===== src/rtl/diff_stream_decoder_if.sv =====
// Serial line in, decoded bit / sync / word stream out for diff_stream_decoder.
interface diff_stream_decoder_if #(
  parameter int WIDTH = 8
);
  logic             in_valid;
  logic             in_bit;
  logic             dec_valid;
  logic             dec_bit;
  logic             sync_found;
  logic             locked;
  logic [WIDTH-1:0] word_out;
  logic             word_valid;
  logic             frame_done;

  modport master (
    output in_valid, in_bit,
    input  dec_valid, dec_bit, sync_found, locked, word_out, word_valid, frame_done
  );

  modport slave (
    input  in_valid, in_bit,
    output dec_valid, dec_bit, sync_found, locked, word_out, word_valid, frame_done
  );
endinterface


===== src/rtl/diff_stream_decoder.sv =====
// Differential line decoder: recovers data = line ^ prev_line, hunts for a sync
// word, then deserializes FRAME_WORDS words MSB-first before hunting again.
//
// state | meaning
// HUNT  | comparing the last WIDTH decoded bits against SYNC
// DATA  | locked; collecting payload words, no sync comparison
module diff_stream_decoder #(
  parameter int               WIDTH       = 8,
  parameter logic [WIDTH-1:0] SYNC        = 8'hA5,
  parameter int               FRAME_WORDS = 4
) (
  input  logic                  clk,
  input  logic                  rst,
  diff_stream_decoder_if.slave  bus
);

  localparam int BW = $clog2(WIDTH) + 1;
  localparam int WW = $clog2(FRAME_WORDS) + 1;
  localparam logic [BW-1:0] BIT_LAST  = BW'(WIDTH - 1);
  localparam logic [BW-1:0] FILL_MAX  = BW'(WIDTH);
  localparam logic [WW-1:0] WORD_LAST = WW'(FRAME_WORDS - 1);

  typedef enum logic {HUNT, DATA} state_t;

  state_t           state_q, state_d;
  logic             prev_q, prev_d;
  logic [WIDTH-1:0] sh_q, sh_d;
  logic [BW-1:0]    fill_q, fill_d;
  logic [BW-1:0]    bit_cnt_q, bit_cnt_d;
  logic [WW-1:0]    word_cnt_q, word_cnt_d;
  logic [WIDTH-1:0] word_q, word_d;
  logic             dec_valid_q, dec_valid_d;
  logic             dec_bit_q, dec_bit_d;
  logic             sync_q, sync_d;
  logic             word_valid_q, word_valid_d;
  logic             frame_done_q, frame_done_d;

  logic             d;
  logic [WIDTH-1:0] shifted;

  always_ff @(posedge clk or posedge rst) begin
    if (rst) begin
      state_q      <= HUNT;
      prev_q       <= 1'b0;
      sh_q         <= '0;
      fill_q       <= '0;
      bit_cnt_q    <= '0;
      word_cnt_q   <= '0;
      word_q       <= '0;
      dec_valid_q  <= 1'b0;
      dec_bit_q    <= 1'b0;
      sync_q       <= 1'b0;
      word_valid_q <= 1'b0;
      frame_done_q <= 1'b0;
    end else begin
      state_q      <= state_d;
      prev_q       <= prev_d;
      sh_q         <= sh_d;
      fill_q       <= fill_d;
      bit_cnt_q    <= bit_cnt_d;
      word_cnt_q   <= word_cnt_d;
      word_q       <= word_d;
      dec_valid_q  <= dec_valid_d;
      dec_bit_q    <= dec_bit_d;
      sync_q       <= sync_d;
      word_valid_q <= word_valid_d;
      frame_done_q <= frame_done_d;
    end
  end

  always_comb begin
    d            = bus.in_bit ^ prev_q;
    shifted      = {sh_q[WIDTH-2:0], d};
    state_d      = state_q;
    prev_d       = prev_q;
    sh_d         = sh_q;
    fill_d       = fill_q;
    bit_cnt_d    = bit_cnt_q;
    word_cnt_d   = word_cnt_q;
    word_d       = word_q;
    dec_bit_d    = dec_bit_q;
    dec_valid_d  = 1'b0;
    sync_d       = 1'b0;
    word_valid_d = 1'b0;
    frame_done_d = 1'b0;

    if (bus.in_valid) begin
      prev_d      = bus.in_bit;
      dec_bit_d   = d;
      dec_valid_d = 1'b1;
      sh_d        = shifted;
      case (state_q)
        HUNT: begin
          if (fill_q != FILL_MAX) fill_d = fill_q + BW'(1);
          // fill_q counts bits before this one, so WIDTH-1 means this is the WIDTH-th
          if (shifted == SYNC && fill_q >= BIT_LAST) begin
            sync_d     = 1'b1;
            state_d    = DATA;
            bit_cnt_d  = '0;
            word_cnt_d = '0;
          end
        end
        DATA: begin
          if (bit_cnt_q == BIT_LAST) begin
            word_d       = shifted;
            word_valid_d = 1'b1;
            bit_cnt_d    = '0;
            if (word_cnt_q == WORD_LAST) begin
              frame_done_d = 1'b1;
              state_d      = HUNT;
              fill_d       = '0;
              word_cnt_d   = '0;
            end else begin
              word_cnt_d = word_cnt_q + WW'(1);
            end
          end else begin
            bit_cnt_d = bit_cnt_q + BW'(1);
          end
        end
        default: state_d = HUNT;
      endcase
    end
  end

  assign bus.dec_valid  = dec_valid_q;
  assign bus.dec_bit    = dec_bit_q;
  assign bus.sync_found = sync_q;
  assign bus.locked     = (state_q == DATA);
  assign bus.word_out   = word_q;
  assign bus.word_valid = word_valid_q;
  assign bus.frame_done = frame_done_q;

endmodule


===== src/flat_wrapper.sv =====
// flat-port wrapper written by rule: the top's interface ports become plain ports
module diff_stream_decoder_flat 
#(
  parameter int               WIDTH       = 8,
  parameter logic [WIDTH-1:0] SYNC        = 8'hA5,
  parameter int               FRAME_WORDS = 4
)
  (clk, rst, bus_in_valid, bus_in_bit, bus_dec_valid, bus_dec_bit, bus_sync_found, bus_locked, bus_word_out, bus_word_valid, bus_frame_done);
  diff_stream_decoder_if #(.WIDTH(WIDTH)) bus_i ();
  input  logic clk;
  input  logic rst;
  input wire logic [$bits(bus_i.in_valid)-1:0] bus_in_valid;
  input wire logic [$bits(bus_i.in_bit)-1:0] bus_in_bit;
  output wire logic [$bits(bus_i.dec_valid)-1:0] bus_dec_valid;
  output wire logic [$bits(bus_i.dec_bit)-1:0] bus_dec_bit;
  output wire logic [$bits(bus_i.sync_found)-1:0] bus_sync_found;
  output wire logic [$bits(bus_i.locked)-1:0] bus_locked;
  output wire logic [$bits(bus_i.word_out)-1:0] bus_word_out;
  output wire logic [$bits(bus_i.word_valid)-1:0] bus_word_valid;
  output wire logic [$bits(bus_i.frame_done)-1:0] bus_frame_done;
  assign bus_i.in_valid = bus_in_valid;
  assign bus_i.in_bit = bus_in_bit;
  assign bus_dec_valid = bus_i.dec_valid;
  assign bus_dec_bit = bus_i.dec_bit;
  assign bus_sync_found = bus_i.sync_found;
  assign bus_locked = bus_i.locked;
  assign bus_word_out = bus_i.word_out;
  assign bus_word_valid = bus_i.word_valid;
  assign bus_frame_done = bus_i.frame_done;
  diff_stream_decoder #(.WIDTH(WIDTH), .SYNC(SYNC), .FRAME_WORDS(FRAME_WORDS)) u_core (.clk(clk), .rst(rst), .bus(bus_i));
endmodule

===== config.mk =====
export PLATFORM = sky130hd
export DESIGN_NAME = diff_stream_decoder_flat
export DESIGN_NICKNAME = d
export VERILOG_FILES = /design/src/rtl/diff_stream_decoder_if.sv /design/src/rtl/diff_stream_decoder.sv /design/src/flat_wrapper.sv
export SDC_FILE = /design/constraint.sdc
export NUM_CORES = 1
export LEC_CHECK = 0
export BUFFER_PORTS_ARGS = -buffer_cell sky130_fd_sc_hd__buf_2
export CAP_MARGIN = 20
export CORE_MARGIN = 4
export CORE_UTILIZATION = 43
export CTS_BUF_LIST = sky130_fd_sc_hd__clkbuf_4 sky130_fd_sc_hd__clkbuf_8
export CTS_CLUSTER_DIAMETER = 80
export DETAILED_ROUTE_END_ITERATION = 12
export GPL_ROUTABILITY_DRIVEN = 0
export PLACE_DENSITY_LB_ADDON = 0.15
export RECOVER_POWER = 25
export SLEW_MARGIN = 20
export SYNTH_ARGS = -nofsm -noshare
export SYNTH_HDL_FRONTEND = slang
export SYNTH_SLANG_ARGS = --single-unit
export TNS_END_PERCENT = 30

===== constraint.sdc =====
create_clock -name clk -period 2.03 [get_ports clk]
set_input_delay 0.203 -clock clk [delete_from_list [all_inputs] [get_ports clk]]
set_output_delay 0.203 -clock clk [all_outputs]
set_load 0.01 [all_outputs]

# ---- Yosys cells after proc, flatten, opt, wreduce, memory -nomap -nowiden
# Cells that the tools add are included.
dict set report op_classes {
  addsub 3
  magnitude_cmp 1
  eq_ne 8
  mux 25
  bitwise_logic 2
  reduce_logical 5
}
# cell count
set ops {}
lappend ops {{$mux 4} 5}
lappend ops {{$pmux 4 s2} 2}
lappend ops {{$mux 1} 13}
lappend ops {{$mux 3} 3}
lappend ops {{$add 4x1->4 const B} 2}
lappend ops {{$eq 8x8->1 const B} 1}
lappend ops {{$pmux 3 s2} 1}
lappend ops {{$reduce_and 3->1} 2}
lappend ops {{$eq 4x3->1 const B} 1}
lappend ops {{$ge 4x3->1 const B} 1}
lappend ops {{$ne 2x1->1 const B} 2}
lappend ops {{$ne 2x2->1 const B} 2}
lappend ops {{$ne 4x4->1 const B} 1}
lappend ops {{$reduce_and 4->1} 1}
lappend ops {{$add 3x1->3 const B} 1}
lappend ops {{$eq 3x2->1 const B} 1}
lappend ops {{$pmux 1 s2} 1}
lappend ops {{$reduce_and 2->1} 1}
lappend ops {{$logic_and 1x1->1} 1}
lappend ops {{$not 1->1} 1}
lappend ops {{$xor 1x1->1} 1}
dict set report totals {
  ff_bits 33
  inputBits 4
  output_inout_bits 14
  wordCells 56
}

# ---- Logic depth before layout (Yosys ltp)
# Gate-level depths: netlist (run 1).
dict set report depth {
  depth_word 6
  ltp_mapped 5
  ltp_nobuf 5
}

# ---- Worst setup path before layout (run 1)
# No wires, ideal clock.
dict set report synth_path {
  path_kind {register to register}
  startpoint {register u_core.sh_q[0]}
  endpoint {register u_core.bit_cnt_q[1]}
  t_arrival_ns 1.719
  required_time_ns 1.910
  setup_slack_ns 0.192
  path_stages_with_launch 4
  cell_sequence {dfrtp_1 > or4b_4 > or4_4 > a31o_1}
}
dict set report synth_via {
  elab_chain_cells 4
}
# element line
set synth_lines {}
lappend synth_lines {{start, declared} diff_stream_decoder.sv:27} ;# logic [WIDTH-1:0] sh_q, sh_d;
lappend synth_lines {{start signal, assigned} diff_stream_decoder.sv:45} ;# sh_q <= '0;
lappend synth_lines {{start signal, assigned} diff_stream_decoder.sv:58} ;# sh_q <= sh_d;
lappend synth_lines {{$eq 8x8->1} diff_stream_decoder.sv:96} ;# if (shifted == SYNC && fill_q >= BIT_LAST) begin
lappend synth_lines {{$logic_and 1x1->1} diff_stream_decoder.sv:96}
lappend synth_lines {{$ne 2x1->1 (no source line)} -}
lappend synth_lines {{$reduce_and 2->1 (no source line)} -}
lappend synth_lines {{end signal, assigned} diff_stream_decoder.sv:60} ;# bit_cnt_q <= bit_cnt_d;
lappend synth_lines {{end, declared} diff_stream_decoder.sv:29} ;# logic [BW-1:0] bit_cnt_q, bit_cnt_d;
# Every way passes these cells.
# A chain may end at the register's enable or synchronous reset.

# ---- Worst setup path after layout (run 1)
# Same ends and word-level chain as after synthesis.

==> impl_metrics.toml, run 1 <==
[yosys]
synth_area_leaders = "dfrtp_1 (55%), mux2_2 (11%), ha_1 (3.4%)"
synth_top_area_share_pct = 54.98
synthArstFlopShare_pct = 100.0
postSynthAreaPerCell_um2 = 12.66
synth_top_area_cell = "dfrtp_1"
synth_seq_cells = 32
ys_seq_area_share_pct = 54.98
yosysWarnings = 0
synth_compound_area_share_pct = 10.57
syn_inst = 115
ys.flop_type = "dfrtp_1"
synth_edf_count = 0
syn_area_um2 = 1456
synthAdderAreaFrac_pct = 3.436
synth-simple-area-share_pct = 10.65
ys_types = 37
synth_xor_area_share_pct = 1.890
synth.area.mux_share_pct = 15.03
synth_top_family_by_area = "multiplexers"
synthesis.nets = 123

[clock_network]
cts_made_buffers = 5
cts_buffer_depth = 2
post_cts_buffers = 0
cts_resized = 0
cts.clk_slew.worst_paths_ns = 0.10
ctsHtreeMaxLevel = 2
hold_buffers = 1
clock_sinks = 32
insertion_delay_ns = 0.33
cts_tree = "built"
cts-root-buf = "clkbuf_4"

[timing]
fin_setup_tns_ns = 0
rsz0062_at_grt = "no"
period_needed_ns = 1.875
fin_skew_ns = 0.01134
max_slew.worst_pin.slew_ns = 0.7707
setup_viol = 0
timing.slew.headroom_pct = 48.62
fmax_mhz = 533.3
drv_slew = 0
finalHoldViolCount = 0
fin_crit_sh_pct = 92.36

[layout]
syn2layout_area_growth_pct = 15.46
layout-drive-gt1-share_pct = 32.87
fin_cells = 187
layout_commonest_cell = "dfrtp_1"
fillCellCount = 291
fin_nets = 151
antennaDiodeCount = 0
final_cell_mix = "dfrtp_1 (32), buf_2 (16), mux2_2 (14)"

[worst_setup_path]
path_buf_inv = 0
startpoint = "u_core.sh_q[0]"
timing.rr.start = "u_core.sh_q[0]"
cp-start-kind = "flip-flop"
cp_slowest_cell = "or4b_4"
cp_max_fo = 5
worstSetupPathType = "reg2reg"
critPathMaxStageDelay_ns = 0.58
path_delay_family = "simple AND/OR/NAND/NOR gates"
critPathArrivalTime_ns = 2.10
critPathRequiredTime_ns = 2.26
crit_chain = "or4b_4 > or4_4 > a31o_1"
cp-end-kind = "flip-flop"

[job]
drv_cap = 0

[global_routing]
track_usage_pct = 14.70
grt_pass1_vias = 1006
grt_max_degree = 33
antenna_found_initial = 0
grt_pass1_wl_um = 4809
gr-total-overflow = 0

[power_and_ir_drop]
intPower_mw = 1.311
power_per_cell_area_nw_per_um2 = 1201
leakagePower_nw = 0.8446
combPwrFrac_pct = 34.4
p_sw_mw = 0.7096
peakVddDrop_mv = 0.4919
p_sw_share_pct = 35.12
pwr-share-clk_pct = 17.1
seq_power_share_pct = 48.6

[placed_design]
io_buffers = 17
dp_cells = 179
hpwl_um = 1937

[route]
via_count = 969
drtAntennaViolNets = 0
firstDrtPassIters = 4
drt_iter0_markers = 46
via_per_inst = 5.182
wl_per_cell_um = 14.07
drc_errors = 0
wirelength_um = 2631

[floorplan]
fp.dieW_um = 66.20
die_h_um = 66.20
start_util_pct = 46.19
ios = 18
rows = 20
die-area_um2 = 4382
core_area_um2 = 3153

[hold_path]
min_path_type = "in2reg"
hp-start = "bus_in_bit"

[run_status]
status = "finished clean"
[layout make-up]
class | count | area, um^2 | area share (%)
clock inverter | 1 | 5.005 | 0.2976
inverter | 10 | 37.54 | 2.232
clock buffer | 6 | 45.04 | 2.679
sequential | 32 | 800.8 | 47.62
multi-input combinational | 70 | 605.6 | 36.01
timing repair buffer | 24 | 132.6 | 7.887
tap | 44 | 55.05 | 3.274
[registers in the layout, indices dropped and copies added (netlist names)]
name	count
u_core.bus.word_valid	1
u_core.bus.dec_valid	1
u_core.bit_cnt_q	4
u_core.bus.locked	1
u_core.word_cnt_q	3
u_core.bus.sync_found	1
u_core.fill_q	4
u_core.sh_q	7
u_core.bus.word_out	8
u_core.bus.frame_done	1
u_core.prev_q	1
[power by group through the flow]
stage               combinational [mW]  sequential, mW  clock [mW]
detailed placement               0.708           0.994           0
global route                     0.792            1.01       0.385
global placement                 0.678           0.979           0
finish                           0.695           0.981       0.345
CTS                              0.709           0.983       0.357
floorplan                        0.469           0.995           0
[path summary, 6_finish.rpt]
check                                         end  slack, ns  cells past startpoint
setup / recovery              u_core.bit_cnt_q[1]       0.16                      3
hold / removal                      u_core.prev_q       0.20                      2
setup reg to reg              u_core.bit_cnt_q[1]       0.16                      3
hold reg to reg            u_core.bus.word_out[4]       0.51                      1
max in group asynchronous           u_core.prev_q       0.91                      4
min in group asynchronous  u_core.bus.word_out[0]       0.62                      4
[layer usage]
layer,track usage [%],share of wire (%),up-vias
met1,19.33,47,482
met2,21.81,47,18
met5,0,0,-
met3,4.252,4.7,5
met4,7.614,2.0,0
li1,-,-,464
[cell usage after synthesis, types with 2 or more instances]
cell       instances
o22ai_1            2
nor2_1             3
a21oi_1            5
nand2b_1           2
clkbuf_1           2
inv_1             10
mux2_2            14
o21ai_0            3
mux2i_1            5
ha_1               4
dfrtp_1           32
nand2_1            5
o2bb2ai_1          2
nand3_1            3
[kinds of logic after synthesis]
family	count (synthesis)
AOI/OAI and AO/OA	20
xor gates and xnor gates	1
and+or+nand+nor	25
adders and majority gates	4
DFF	32
muxes	20
buffers and inverters	13
[through the flow]
stage	hold slack [ns]	cell area, um^2	worst slack, ns	total power [mW]	utilization, %
floorplan	0.2344	1456	0.1917	1.464	-
global placement	0.3026	1629	0.2138	1.656	51.67
detailed placement	0.3064	1629	0.1716	1.702	51.67
CTS	0.1827	1689	0.1493	2.049	53.57
global route	0.2021	1682	0.05345	2.189	53.33
finish	0.1972	1682	0.1550	2.020	53.33
No activity file was read; power rests on OpenSTA's default activity.
==> run 2: changes to the inputs <==
--- a/config.mk
+++ b/config.mk
@@ -13,7 +13,8 @@
 export CTS_CLUSTER_DIAMETER = 80
 export DETAILED_ROUTE_END_ITERATION = 12
 export GPL_ROUTABILITY_DRIVEN = 0
-export PLACE_DENSITY_LB_ADDON = 0.15
+export HOLD_SLACK_MARGIN = 0.15
+export PLACE_DENSITY = 0.59
 export RECOVER_POWER = 25
 export SLEW_MARGIN = 20
 export SYNTH_ARGS = -nofsm -noshare
==> run 2 against run 1 <==
Effect of this change:
- first-iteration DRC count rose by 11%
- final area rose by 0.45%
- combinational power fell by 2%
- worst setup slack improved by 0.022 ns
- critical path type unchanged
==> impl_metrics.toml, run 2 (synthesis gave the netlist of run 1 again) <==
[run_status]
status = "finished clean"

[timing]
period_needed_ns = 1.853
timing.slew.headroom_pct = 47.25
rsz0062_at_grt = "no"
drv_slew = 0
finalHoldWorstSlack_ns = 0.1934
finalHoldViolCount = 0
fin_skew_ns = 0.004850
fin_ws_ns = 0.1768
setup_viol = 0
fin_setup_tns_ns = 0
fmax_mhz = 539.6
max_slew.worst_pin.slew_ns = 0.7912
fin_crit_sh_pct = 91.29

[floorplan]
ios = 18
die_h_um = 66.20
core_area_um2 = 3153
die-area_um2 = 4382
rows = 20
start_util_pct = 46.19
fp.dieW_um = 66.20

[clock_network]
cts-root-buf = "clkbuf_4"
clock_sinks = 32
ctsHtreeMaxLevel = 2
cts_resized = 0
cts.clk_slew.worst_paths_ns = 0.09
cts_tree = "built"
insertion_delay_ns = 0.32
cts_buffer_depth = 2
cts_made_buffers = 5

[hold_path]
min_path_type = "in2reg"

[layout]
syn2layout_area_growth_pct = 15.98
fin_cells = 186
layout-drive-gt1-share_pct = 32.39
fin_nets = 150
antennaDiodeCount = 0
final_cell_mix = "dfrtp_1 (32), buf_2 (16), mux2_2 (14)"
fillCellCount = 301
largest_reg_flops = 8
layout_commonest_cell = "dfrtp_1"

[route]
drc_errors = 0
firstDrtPassIters = 4
via_count = 954
drtAntennaViolNets = 0
wirelength_um = 2543
drt_iter0_markers = 51
via_per_inst = 5.129
wl_per_cell_um = 13.67

[global_routing]
grt_pass1_vias = 959
grt_pass1_wl_um = 4540
antenna_found_initial = 0
gr-total-overflow = 0
grt_max_degree = 33
track_usage_pct = 13.98

[power_and_ir_drop]
leakagePower_nw = 0.8450
power_per_cell_area_nw_per_um2 = 1214
total_power_mw = 2.051
peakVddDrop_mv = 0.5262

[placed_design]
io_buffers = 17
dp_cells = 178
pre_cts_ws_ns = 0.1830
hpwl_um = 1802

[job]
drv_cap = 0

[worst_setup_path]
cp-start-kind = "flip-flop"
critPathArrivalTime_ns = 2.10
worstSetupPathType = "reg2reg"
cp_max_fo = 6
cp-end-kind = "flip-flop"
critPathRequiredTime_ns = 2.27
run 2: power breakdown:
part | internal (mW) | switching [mW] | leakage (nW)
combinational | 0.338 | 0.346 | 0.414
clock | 0.196 | 0.198 | 0.0374
sequential | 0.830 | 0.143 | 0.394
total | 1.36 | 0.687 | 0.845
run 2: path summary, 6_finish.rpt:
check	from	to	slack, ns	cells past startpoint
max in group asynchronous	rst	u_core.sh_q[6]	0.87	4
min in group asynchronous	rst	u_core.bus.word_out[7]	0.65	4
max reg2reg	u_core.sh_q[0]	u_core.bit_cnt_q[0]	0.18	3
max	u_core.sh_q[0]	u_core.bit_cnt_q[0]	0.18	3
min	bus_in_bit	u_core.prev_q	0.19	2
min reg2reg	u_core.bus.word_out[5]	u_core.bus.word_out[5]	0.51	1
run 2: layout make-up:
type / instances / area, um^2 / area share [%]
sequential: 32 / 800.8 / 47.41
inverter: 10 / 37.54 / 2.222
tap: 44 / 55.05 / 3.259
clock buffer: 7 / 65.06 / 3.852
multi-input combinational: 70 / 605.6 / 35.85
timing repair buffer: 23 / 125.1 / 7.407
run 2: metrics by stage:
stage          util (%)  area, um^2
2_1_floorplan         -        1456
3_3_place_gp      51.43        1622
3_5_place_dp      51.43        1622
4_1_cts           53.81        1697
5_1_grt           53.57        1689
6_report          53.57        1689
run 2: critical path: stages, from the launching register on:
cell     delay (ns)
dfrtp_1        0.42
or4b_4         0.57
o41ai_4        0.54
mux2i_1        0.26
run 2: repair_timing:
| action | CTS | global route |
|---|---|---|
| endpoints found under the setup margin | 0 | 0 |
| setup buffers | 0 | 0 |
| hold endpoints to repair | 32 | 0 |
| hold buffers | 1 | 0 |
run 2: per-layer routing:
layer	wire [um]	track usage [%]	vias to the layer above
met5	0	0	-
met4	46	6.853	0
met3	89	4.422	5
met2	1126	19.45	15
met1	1280	19.47	473
li1	-	-	461
